===== src/rtl/mips_pkg.sv =====
// Shared definitions for the fetch/decode front end: opcodes, instruction
// field positions and fetch FSM state encodings.
package mips_pkg;

   localparam logic [5:0] OP_ADD      = 6'd0;
   localparam logic [5:0] OP_SUB      = 6'd1;
   localparam logic [5:0] OP_MUL      = 6'd2;
   localparam logic [5:0] OP_AND      = 6'd3;
   localparam logic [5:0] OP_OR       = 6'd4;
   localparam logic [5:0] OP_ADDI     = 6'd5;
   localparam logic [5:0] OP_LBD      = 6'd10;
   localparam logic [5:0] OP_LDW      = 6'd11;
   localparam logic [5:0] OP_STB      = 6'd12;
   localparam logic [5:0] OP_STW      = 6'd13;
   localparam logic [5:0] OP_MOV      = 6'd14;
   localparam logic [5:0] OP_BEQ      = 6'd20;
   localparam logic [5:0] OP_JUMP     = 6'd21;
   localparam logic [5:0] OP_TLBWRITE = 6'd30;
   localparam logic [5:0] OP_IRET     = 6'd31;

   localparam int OP_MSB  = 31;
   localparam int OP_LSB  = 26;
   localparam int RS_MSB  = 25;
   localparam int RS_LSB  = 21;
   localparam int RT_MSB  = 20;
   localparam int RT_LSB  = 16;
   localparam int RD_MSB  = 15;
   localparam int RD_LSB  = 11;
   localparam int IMM_MSB = 15;
   localparam int IMM_LSB = 0;

   typedef enum logic [1:0] {
      ST_IDLE  = 2'd0,
      ST_FETCH = 2'd1,
      ST_DRAIN = 2'd2
   } fetch_state_e;

   function automatic logic is_legal_op(input logic [5:0] op);
      case (op)
         OP_ADD, OP_SUB, OP_MUL, OP_AND, OP_OR, OP_ADDI,
         OP_LBD, OP_LDW, OP_STB, OP_STW, OP_MOV,
         OP_BEQ, OP_JUMP, OP_TLBWRITE, OP_IRET: is_legal_op = 1'b1;
         default:                               is_legal_op = 1'b0;
      endcase
   endfunction

endpackage


===== src/rtl/instr_fetch_if.sv =====
// Fetch unit bus bundle: instruction-memory req/ack, execute redirect and
// the valid/ready opcode stream toward decode.
interface instr_fetch_if #(parameter int ADDR_W = 32);

   logic              imem_req;
   logic [ADDR_W-1:0] imem_addr;
   logic              imem_ack;
   logic [31:0]       imem_rdata;

   logic              redirect;
   logic [ADDR_W-1:0] redirect_pc;

   logic              id_valid;
   logic              id_ready;
   logic [5:0]        id_op;
   logic [4:0]        id_rs;
   logic [4:0]        id_rt;
   logic [4:0]        id_rd;
   logic [15:0]       id_imm;
   logic [ADDR_W-1:0] id_pc;
   logic              id_illegal;

   modport master (
      output imem_req, imem_addr,
      input  imem_ack, imem_rdata,
      input  redirect, redirect_pc,
      output id_valid,
      input  id_ready,
      output id_op, id_rs, id_rt, id_rd, id_imm, id_pc, id_illegal
   );

   modport slave (
      input  imem_req, imem_addr,
      output imem_ack, imem_rdata,
      output redirect, redirect_pc,
      input  id_valid,
      output id_ready,
      input  id_op, id_rs, id_rt, id_rd, id_imm, id_pc, id_illegal
   );

endinterface


===== src/rtl/fetch_fifo.sv =====
// Small circular buffer of fetched {pc, word} entries with a registered head
// so decode sees stable fields straight from flops.
module fetch_fifo #(
   parameter int DEPTH = 2,
   parameter int WIDTH = 64
) (
   input  logic                     clk,
   input  logic                     rst,
   input  logic                     flush,
   input  logic                     push,
   input  logic                     pop,
   input  logic [WIDTH-1:0]         push_data,
   output logic [WIDTH-1:0]         head,
   output logic [$clog2(DEPTH):0]   count
);

   localparam int PTR_W = $clog2(DEPTH);
   localparam int CNT_W = PTR_W + 1;

   logic [WIDTH-1:0] mem [DEPTH];
   logic [PTR_W-1:0] rd_ptr;
   logic [PTR_W-1:0] wr_ptr;
   logic [PTR_W-1:0] rd_next;
   logic             do_push;
   logic             do_pop;

   assign rd_next = rd_ptr + 1'b1;
   assign do_pop  = pop && (count != '0);
   assign do_push = push && ((count < CNT_W'(DEPTH)) || do_pop);

   always_ff @(posedge clk) begin
      if (do_push && !rst && !flush) begin
         mem[wr_ptr] <= push_data;
      end
   end

   always_ff @(posedge clk) begin
      if (rst || flush) begin
         rd_ptr <= '0;
         wr_ptr <= '0;
         count  <= '0;
         head   <= '0;
      end else begin
         if (do_push) wr_ptr <= wr_ptr + 1'b1;
         if (do_pop)  rd_ptr <= rd_next;
         case ({do_push, do_pop})
            2'b10:   count <= count + 1'b1;
            2'b01:   count <= count - 1'b1;
            default: ;
         endcase
         // Head follows whichever entry will be at the front after this edge.
         if (do_push && ((count == '0) || (do_pop && (count == CNT_W'(1))))) begin
            head <= push_data;
         end else if (do_pop && (count > CNT_W'(1))) begin
            head <= mem[rd_next];
         end
      end
   end

endmodule


===== src/rtl/instr_fetch.sv =====
// Instruction fetch unit: PC, single-outstanding imem request, redirect
// handling and a small buffer presenting split fields to decode.
//
//   state    | meaning
//   ---------+-----------------------------------------------------------
//   ST_IDLE  | one cycle after reset, no request
//   ST_FETCH | request at pc whenever the buffer has room
//   ST_DRAIN | redirect hit an un-acked request; hold it, discard its data
module instr_fetch
   import mips_pkg::*;
#(
   parameter int              ADDR_W     = 32,
   parameter logic [ADDR_W-1:0] RESET_PC = '0,
   parameter int              FIFO_DEPTH = 2
) (
   input  logic           clk,
   input  logic           rst,
   instr_fetch_if.master  bus
);

   localparam int CNT_W = $clog2(FIFO_DEPTH) + 1;

   fetch_state_e      state;
   fetch_state_e      state_nxt;
   logic [ADDR_W-1:0] pc;
   logic [ADDR_W-1:0] pc_nxt;
   logic [ADDR_W-1:0] drain_addr;
   logic              req_pend;
   logic              req;
   logic              push;
   logic              pop;
   logic              flush;
   logic [CNT_W-1:0]  cnt;
   logic [ADDR_W+31:0] head;
   logic [31:0]       instr;

   always_ff @(posedge clk) begin
      if (rst) begin
         state    <= ST_IDLE;
         pc       <= RESET_PC;
         req_pend <= 1'b0;
      end else begin
         state    <= state_nxt;
         pc       <= pc_nxt;
         req_pend <= req && !bus.imem_ack;
      end
   end

   // Outside DRAIN this tracks pc, so on entry it holds the address still owed an ack.
   always_ff @(posedge clk) begin
      if (state != ST_DRAIN) drain_addr <= pc;
   end

   always_comb begin
      state_nxt = state;
      pc_nxt    = pc;
      req       = 1'b0;
      push      = 1'b0;
      flush     = 1'b0;
      case (state)
         ST_IDLE: begin
            state_nxt = ST_FETCH;
            if (bus.redirect) begin
               pc_nxt = bus.redirect_pc;
               flush  = 1'b1;
            end
         end
         ST_FETCH: begin
            if (bus.redirect) begin
               flush  = 1'b1;
               pc_nxt = bus.redirect_pc;
               req    = req_pend;
               if (req_pend && !bus.imem_ack) state_nxt = ST_DRAIN;
            end else begin
               req = (cnt < CNT_W'(FIFO_DEPTH));
               if (req && bus.imem_ack) begin
                  push   = 1'b1;
                  pc_nxt = pc + ADDR_W'(4);
               end
            end
         end
         ST_DRAIN: begin
            req = 1'b1;
            if (bus.redirect) begin
               pc_nxt = bus.redirect_pc;
               flush  = 1'b1;
            end
            if (bus.imem_ack) state_nxt = ST_FETCH;
         end
         default: state_nxt = ST_IDLE;
      endcase
   end

   assign pop = bus.id_valid && bus.id_ready && !bus.redirect;

   fetch_fifo #(
      .DEPTH (FIFO_DEPTH),
      .WIDTH (ADDR_W + 32)
   ) u_fifo (
      .clk       (clk),
      .rst       (rst),
      .flush     (flush),
      .push      (push),
      .pop       (pop),
      .push_data ({pc, bus.imem_rdata}),
      .head      (head),
      .count     (cnt)
   );

   assign instr          = head[31:0];
   assign bus.imem_req   = req;
   assign bus.imem_addr  = (state == ST_DRAIN) ? drain_addr : pc;
   assign bus.id_valid   = (cnt != '0);
   assign bus.id_pc      = head[ADDR_W+31:32];
   assign bus.id_op      = instr[OP_MSB:OP_LSB];
   assign bus.id_rs      = instr[RS_MSB:RS_LSB];
   assign bus.id_rt      = instr[RT_MSB:RT_LSB];
   assign bus.id_rd      = instr[RD_MSB:RD_LSB];
   assign bus.id_imm     = instr[IMM_MSB:IMM_LSB];
   assign bus.id_illegal = bus.id_valid && !is_legal_op(bus.id_op);

endmodule


===== src/flat_wrapper.sv =====
// flat-port wrapper written by rule: the top's interface ports become plain ports
module instr_fetch_flat import mips_pkg::*;
#(
   parameter int              ADDR_W     = 32,
   parameter logic [ADDR_W-1:0] RESET_PC = '0,
   parameter int              FIFO_DEPTH = 2
)
  (clk, rst, bus_imem_req, bus_imem_addr, bus_imem_ack, bus_imem_rdata, bus_redirect, bus_redirect_pc, bus_id_valid, bus_id_ready, bus_id_op, bus_id_rs, bus_id_rt, bus_id_rd, bus_id_imm, bus_id_pc, bus_id_illegal);
  instr_fetch_if #(.ADDR_W(ADDR_W)) bus_i ();
  input  logic clk;
  input  logic rst;
  output wire logic [$bits(bus_i.imem_req)-1:0] bus_imem_req;
  output wire logic [$bits(bus_i.imem_addr)-1:0] bus_imem_addr;
  input wire logic [$bits(bus_i.imem_ack)-1:0] bus_imem_ack;
  input wire logic [$bits(bus_i.imem_rdata)-1:0] bus_imem_rdata;
  input wire logic [$bits(bus_i.redirect)-1:0] bus_redirect;
  input wire logic [$bits(bus_i.redirect_pc)-1:0] bus_redirect_pc;
  output wire logic [$bits(bus_i.id_valid)-1:0] bus_id_valid;
  input wire logic [$bits(bus_i.id_ready)-1:0] bus_id_ready;
  output wire logic [$bits(bus_i.id_op)-1:0] bus_id_op;
  output wire logic [$bits(bus_i.id_rs)-1:0] bus_id_rs;
  output wire logic [$bits(bus_i.id_rt)-1:0] bus_id_rt;
  output wire logic [$bits(bus_i.id_rd)-1:0] bus_id_rd;
  output wire logic [$bits(bus_i.id_imm)-1:0] bus_id_imm;
  output wire logic [$bits(bus_i.id_pc)-1:0] bus_id_pc;
  output wire logic [$bits(bus_i.id_illegal)-1:0] bus_id_illegal;
  assign bus_imem_req = bus_i.imem_req;
  assign bus_imem_addr = bus_i.imem_addr;
  assign bus_i.imem_ack = bus_imem_ack;
  assign bus_i.imem_rdata = bus_imem_rdata;
  assign bus_i.redirect = bus_redirect;
  assign bus_i.redirect_pc = bus_redirect_pc;
  assign bus_id_valid = bus_i.id_valid;
  assign bus_i.id_ready = bus_id_ready;
  assign bus_id_op = bus_i.id_op;
  assign bus_id_rs = bus_i.id_rs;
  assign bus_id_rt = bus_i.id_rt;
  assign bus_id_rd = bus_i.id_rd;
  assign bus_id_imm = bus_i.id_imm;
  assign bus_id_pc = bus_i.id_pc;
  assign bus_id_illegal = bus_i.id_illegal;
  instr_fetch #(.ADDR_W(ADDR_W), .RESET_PC(RESET_PC), .FIFO_DEPTH(FIFO_DEPTH)) u_core (.clk(clk), .rst(rst), .bus(bus_i));
endmodule

===== config.mk =====
export PLATFORM = sky130hd
export DESIGN_NAME = instr_fetch_flat
export DESIGN_NICKNAME = d
export VERILOG_FILES = /design/src/rtl/mips_pkg.sv /design/src/rtl/instr_fetch_if.sv /design/src/rtl/fetch_fifo.sv /design/src/rtl/instr_fetch.sv /design/src/flat_wrapper.sv
export SDC_FILE = /design/constraint.sdc
export NUM_CORES = 1
export LEC_CHECK = 0
export ABC_CLOCK_PERIOD_IN_PS = 9570
export BUFFER_PORTS_ARGS = -buffer_cell sky130_fd_sc_hd__buf_2
export CAP_MARGIN = 10
export CORE_MARGIN = 3
export CORE_UTILIZATION = 30
export CTS_CLUSTER_SIZE = 24
export DETAILED_ROUTE_END_ITERATION = 6
export GPL_TIMING_DRIVEN = 0
export SKIP_CTS_REPAIR_TIMING = 1
export SYNTH_ARGS = -nofsm -noshare
export SYNTH_HDL_FRONTEND = slang
export SYNTH_SLANG_ARGS = --single-unit

===== constraint.sdc =====
create_clock -name clk -period 9.57 [get_ports clk]
set_clock_uncertainty 0.15 [all_clocks]
set_input_delay 0.957 -clock clk [delete_from_list [all_inputs] [get_ports clk]]
set_output_delay 0.957 -clock clk [all_outputs]
set_load 0.03 [all_outputs]

Word level (Yosys, flattened, before mapping)
Memories as Yosys holds them, arrays and structs flattened. A register that Yosys moved wholly into a read port is not among the register bits.
Cells that the tools add are included.
{"block": "word_totals", "mem_count": 2, "word_cells": 83, "romBits": 32, "regBits": 135, "mem_bits_rw": 128, "out_inout_bits": 104}
{"name": "u_core.u_fifo.mem", "depth": 2, "word_bits": 64, "rd": 1, "rd_clocked_by_memory_dff": 0, "wr": 1, "line": "fetch_fifo.sv:20", "source": "logic [WIDTH-1:0] mem [DEPTH];"}
{"name": "(no name shown)", "depth": 32, "word_bits": 1, "rd": 1, "rd_clocked_by_memory_dff": 1, "wr": 0, "line": "mips_pkg.sv:39", "source": "case (op)"}
{"block": "classes", "order_cmp": 2, "n_eq_ne": 11, "n_addsub": 5, "mux": 24, "n_reduce_logical": 31}
{"operator": "two-way mux 32 bit", "n": 4}
{"operator": "two-way mux 64 bit", "n": 2}
{"operator": "case mux 32 bit (2 select lines)", "n": 1}
{"operator": "adder 32 x 3 -> 32 bit (second input constant)", "n": 1}
{"operator": "logical AND 1 bit", "n": 13}
{"operator": "two-way mux 5 bit", "n": 2}
{"operator": "two-way mux 1 bit", "n": 9}
{"operator": "nonzero test 2 bit", "n": 4}
{"operator": "== test 2 x 1 -> 1 bit (second input constant)", "n": 3}
{"operator": "two-way mux 2 bit", "n": 3}
{"operator": "inequality test 2 bit (second input constant)", "n": 3}
{"operator": "case mux 2 bit (3 select lines)", "n": 1}
{"operator": "AND reduction 3 bit", "n": 2}
{"operator": "logical NOT 1 bit", "n": 5}
{"operator": "== test 2 bit (second input constant)", "n": 2}
{"operator": "logical NOT 2 bit", "n": 2}
{"operator": "inequality test 2 x 1 -> 1 bit (second input constant)", "n": 2}
{"operator": "case mux 2 bit (2 select lines)", "n": 1}
{"operator": "logical OR 1 bit", "n": 3}
{"operator": "inequality test 3 x 2 -> 1 bit (second input constant)", "n": 1}
{"operator": "OR reduction 3 bit", "n": 1}
{"operator": "adder 1 bit (second input constant)", "n": 2}
{"operator": "adder 2 x 1 -> 2 bit (second input constant)", "n": 1}
{"operator": "> comparator 2 x 1 -> 1 bit (second input constant)", "n": 1}
{"operator": "other kinds (4)", "n": 4}

Depth between registers and ports, before layout
{"block": "depth", "ltp_word": 10, "depth_mapped": 9}

Cells and area by module
From an unflattened synthesis, not the netlist that was laid out.
{"block": "hier_totals", "cells_unflattened": 1003, "area_unflattened_um2": 11567.3}
{"mod": "fetch_fifo", "cells_each": 598, "instances": 1, "area_per_inst_um2": 7764.9}
{"mod": "instr_fetch", "cells_each": 405, "instances": 1, "area_per_inst_um2": 3802.4}

Worst setup path after synthesis
No wires, ideal clock.
{"block": "synth_timing", "path_type": "in2reg", "from": "in bus_redirect", "to": "mem u_core.u_fifo.mem[0][0], enable pin", "n_path_buf": 2, "stages": 5, "setup_slack_ns": 2.958, "required_ns": 8.855, "setup_time_ns": 0.565, "arrival_ns": 5.897, "cell_sequence": "clkbuf_8 nand2_1 nand2_1 clkbuf_1 nor3_1"}
{"block": "synth_via", "elab_chain_len": 9, "elab_cells_between_ends": 14, "classes_between": "mux: 6; reduce/logical: 8"}
{"element": "from (decl)", "line": "flat_wrapper.sv:16", "source": "input wire logic [$bits(bus_i.redirect)-1:0] bus_redirect;"}
{"element": "logical NOT 1 bit", "line": "instr_fetch.sv:94", "source": "assign pop = bus.id_valid && bus.id_ready && !bus.redirect;"}
{"element": "logical AND 1 bit", "line": "instr_fetch.sv:94"}
{"element": "logical AND 1 bit", "line": "fetch_fifo.sv:28", "source": "assign do_pop = pop && (count != '0);"}
{"element": "logical OR 1 bit", "line": "fetch_fifo.sv:29", "source": "assign do_push = push && ((count < CNT_W'(DEPTH)) || do_pop);"}
{"element": "logical AND 1 bit", "line": "fetch_fifo.sv:29"}
{"element": "logical AND 1 bit", "line": "fetch_fifo.sv:32", "source": "if (do_push && !rst && !flush) begin"}
{"element": "logical AND 1 bit *", "line": "fetch_fifo.sv:32"}
{"element": "two-way mux 1 bit *", "line": "fetch_fifo.sv:32"}
{"element": "two-way mux 1 bit (not written as such) *", "line": "fetch_fifo.sv:33", "source": "mem[wr_ptr] <= push_data;"}
{"element": "to (decl)", "line": "fetch_fifo.sv:20"}
Every way passes the cells marked *; elsewhere a longest branch is shown, timed or not.

Worst setup path after layout
{"block": "layout_timing", "from": "reg u_core.state[0]", "to": "out bus_imem_addr[18]"}
{"block": "layout_via", "elab_chain_len": 2}
{"element": "from (decl)", "line": "instr_fetch.sv:23", "source": "fetch_state_e state;"}
{"element": "from (signal assigned)", "line": "instr_fetch.sv:43", "source": "state <= state_nxt;"}
{"element": "== test 2 bit", "line": "instr_fetch.sv:112", "source": "assign bus.imem_addr = (state == ST_DRAIN) ? drain_addr : pc;"}
{"element": "two-way mux 32 bit", "line": "instr_fetch.sv:112"}
{"element": "to (decl)", "line": "flat_wrapper.sv:13", "source": "output wire logic [$bits(bus_i.imem_addr)-1:0] bus_imem_addr;"}
Every way passes these cells.

==> reports/metrics.yaml <==
status: "completed"
max_stage_delay_ps: 610
ir_drop_v: 0.000141
slew_headroom_pct: 32.5
finalSetupViolCount: 0
cap_violations: 0
rsz0062_at_grt: "false"
synth_area_sq_um: 11400
pin_count: 173
cp-start-kind: "flip-flop"
placed_cells: 1666
setup_tns_ps: 0
vias_per_cell: 4.99
path_buf_inv: 4
rows: 70
numPortBuffers: 171
cts_root_buffer: "clkbuf_16"
drcViolationCount: 0
vias: 8603
drive_above_1_share_pct: 26.9
clockBufferDepth: 3
wl_um: 33600
die_w_um: 201
cts_sinks: 264
slowest_stage: "buf_1"
path_cells: "inv_1, ha_1, buf_2, buf_1, mux2_2, buf_2"
required_ps: 8460
report.final.slew_viol_count: 0
htreeDepth: 1
cts_tree: "yes"
cp_common_cell: "buf_2"
dr.pass1.iters: 5
worst_slew_pin_slew_ps: 1010
power_density_nw_per_um2: 242
ys.warnings.count: 0
timing.final.crit_share_pct: 39.7
ys.flop_type: "edfxtp_1"
most-common-layout-cells: "buf_2 (194), nand2_1 (160), edfxtp_1 (160)"
first_global_vias: 8487
cp_max_fo: 10
dpl_worst_slack_ps: 5670
post-route-min-period_ps: 3800
cts_buffers: 31
cp-end-kind: "output port"
leakage_nw: 5.03
dpl-instance-area_sq_um: 13000
grt_max_degree: 35
route.detailed.wl_per_inst_um: 19.5
final_area_sq_um: 14100
hold_viol: 0
synth_top_area_share_pct: 42.2
max_freq_mhz: 263
path_class: "reg2out"
grt.overflow.total: 0
synth-edff-count: 160
yosysTopAreaCell: "edfxtp_1"
whs_ps: 318
clk_latency_ps: 560
die-area_sq_um: 40400
worst_slack_ps: 5770
cpLargestDelayFamily: "buffers and inverters"
layoutNonFillerInstCount: 1724
synthArstFlopShare_pct: 0
grt_pass1_wl_um: 51700
synth-seq-cells: 264
hp-class: "reg2reg"
initial_core_util_pct: 30.8
dpl.hpwl_um: 23100
clk_pin_slew_ps: 60
track_usage_pct: 16.1
core_sq_um: 37000
drtIter0Drc: 577
detail-route-antenna-nets: 0
gp_congestion: 0.876
layout_commonest_cell: "buf_2"
critPathArrivalTime_ps: 2690
area_growth_pct: 23.3
netlist_instances: 979
synthDistinctLibCells: 79
ys_seq_area_share_pct: 60.4
synth_nets: 1056
nNetsFinal: 1272
antenna_found_initial: 1
die_h_um: 201
synth_area_per_cell_sq_um: 11.6
ys_top_cells_by_area: "edfxtp_1 (42%), dfxtp_1 (18%), mux2i_1 (5.8%)"
==> synth_stat cells, types with 5 or more instances <==
master,count
o31ai_1,5
nand2b_1,7
o21ai_0,21
edfxtp_1,160
o211ai_1,63
a211oi_1,15
mux2i_1,66
buf_4,5
ha_1,8
and3_1,6
nor2_1,25
a21oi_1,96
nand2_1,160
clkbuf_1,32
nor3_1,10
o22ai_1,6
dfxtp_1,104
buf_2,23
nand3_1,15
buf_1,8
inv_1,14
mux2_2,32
==> cell type report <==
cell class,count,area [sq um]
fill,3637,23000
sequential,264,6890
multi-input combinational,625,4070
timing repair buffer,183,991
clock buffer,44,875
tap,504,631
buffer,75,398
clock inverter,13,151
inverter,15,56.3
antenna,1,2.50
==> metrics by stage <==
stage / power (mW) / utilization (%)
6_report: 3.40 / 37.9
2_1_floorplan: 1.97 / -
5_1_grt: 3.55 / 37.9
4_1_cts: 3.43 / 37.9
3_3_place_gp: 2.24 / 34.8
3_5_place_dp: 2.25 / 35.2
==> report_power, final <==
group / internal [mW] / total, mW / switching [mW] / leakage (nW)
sequential: 1.37 / 1.49 / 0.123 / 2.38
combinational: 0.242 / 0.728 / 0.486 / 2.16
clock: 0.713 / 1.18 / 0.469 / 0.498
total: 2.32 / 3.40 / 1.08 / 5.03
==> state kept, by name, summed over array words and instances (netlist names), named ones only <==
signal / cells
u_core.u_fifo.count: 2
u_core.state: 2
u_core.req_pend: 1
u_core.u_fifo.head: 64
u_core.pc: 32
u_core.u_fifo.wr_ptr: 1
u_core.u_fifo.rd_ptr: 1
u_core.drain_addr: 32
u_core.u_fifo.mem: 128
==> path summary, 6_finish.rpt <==
check	slack (ps)	startpoint	cells after the start	endpoint
setup / recovery	5770	u_core.state[0]	6	bus_imem_addr[18]
hold / removal	320	u_core.pc[4]	0	u_core.drain_addr[4]
setup reg to reg	6280	u_core.state[1]	8	u_core.u_fifo.mem[0][45]
hold reg to reg	320	u_core.pc[4]	0	u_core.drain_addr[4]
==> cell families (layout without fill, tap and decap cells) <==
logic type / count (synthesis) / count (layout) / share of synthesized area, %
flops: 264 / 264 / 60.4
fa+ha+maj: 8 / 8 / 0.878
other cells: 0 / 1 / 0
compound gates: 255 / 255 / 14.6
xor+xnor: 3 / 3 / 0.231
mux: 98 / 98 / 8.96
simple gates: 261 / 261 / 10.9
buf+inv: 90 / 330 / 3.99
==> routing by layer <==
| layer | global-route usage, % | up-vias | routed length [um] |
|---|---|---|---|
| li1 | - | 4097 | - |
| met1 | 22.7 | 4173 | 15500 |
| met2 | 25.7 | 283 | 15400 |
| met3 | 3.03 | 50 | 2000 |
| met4 | 3.86 | 0 | 714 |
| met5 | 0 | - | 0 |
Power figures use the tool's default switching activity.
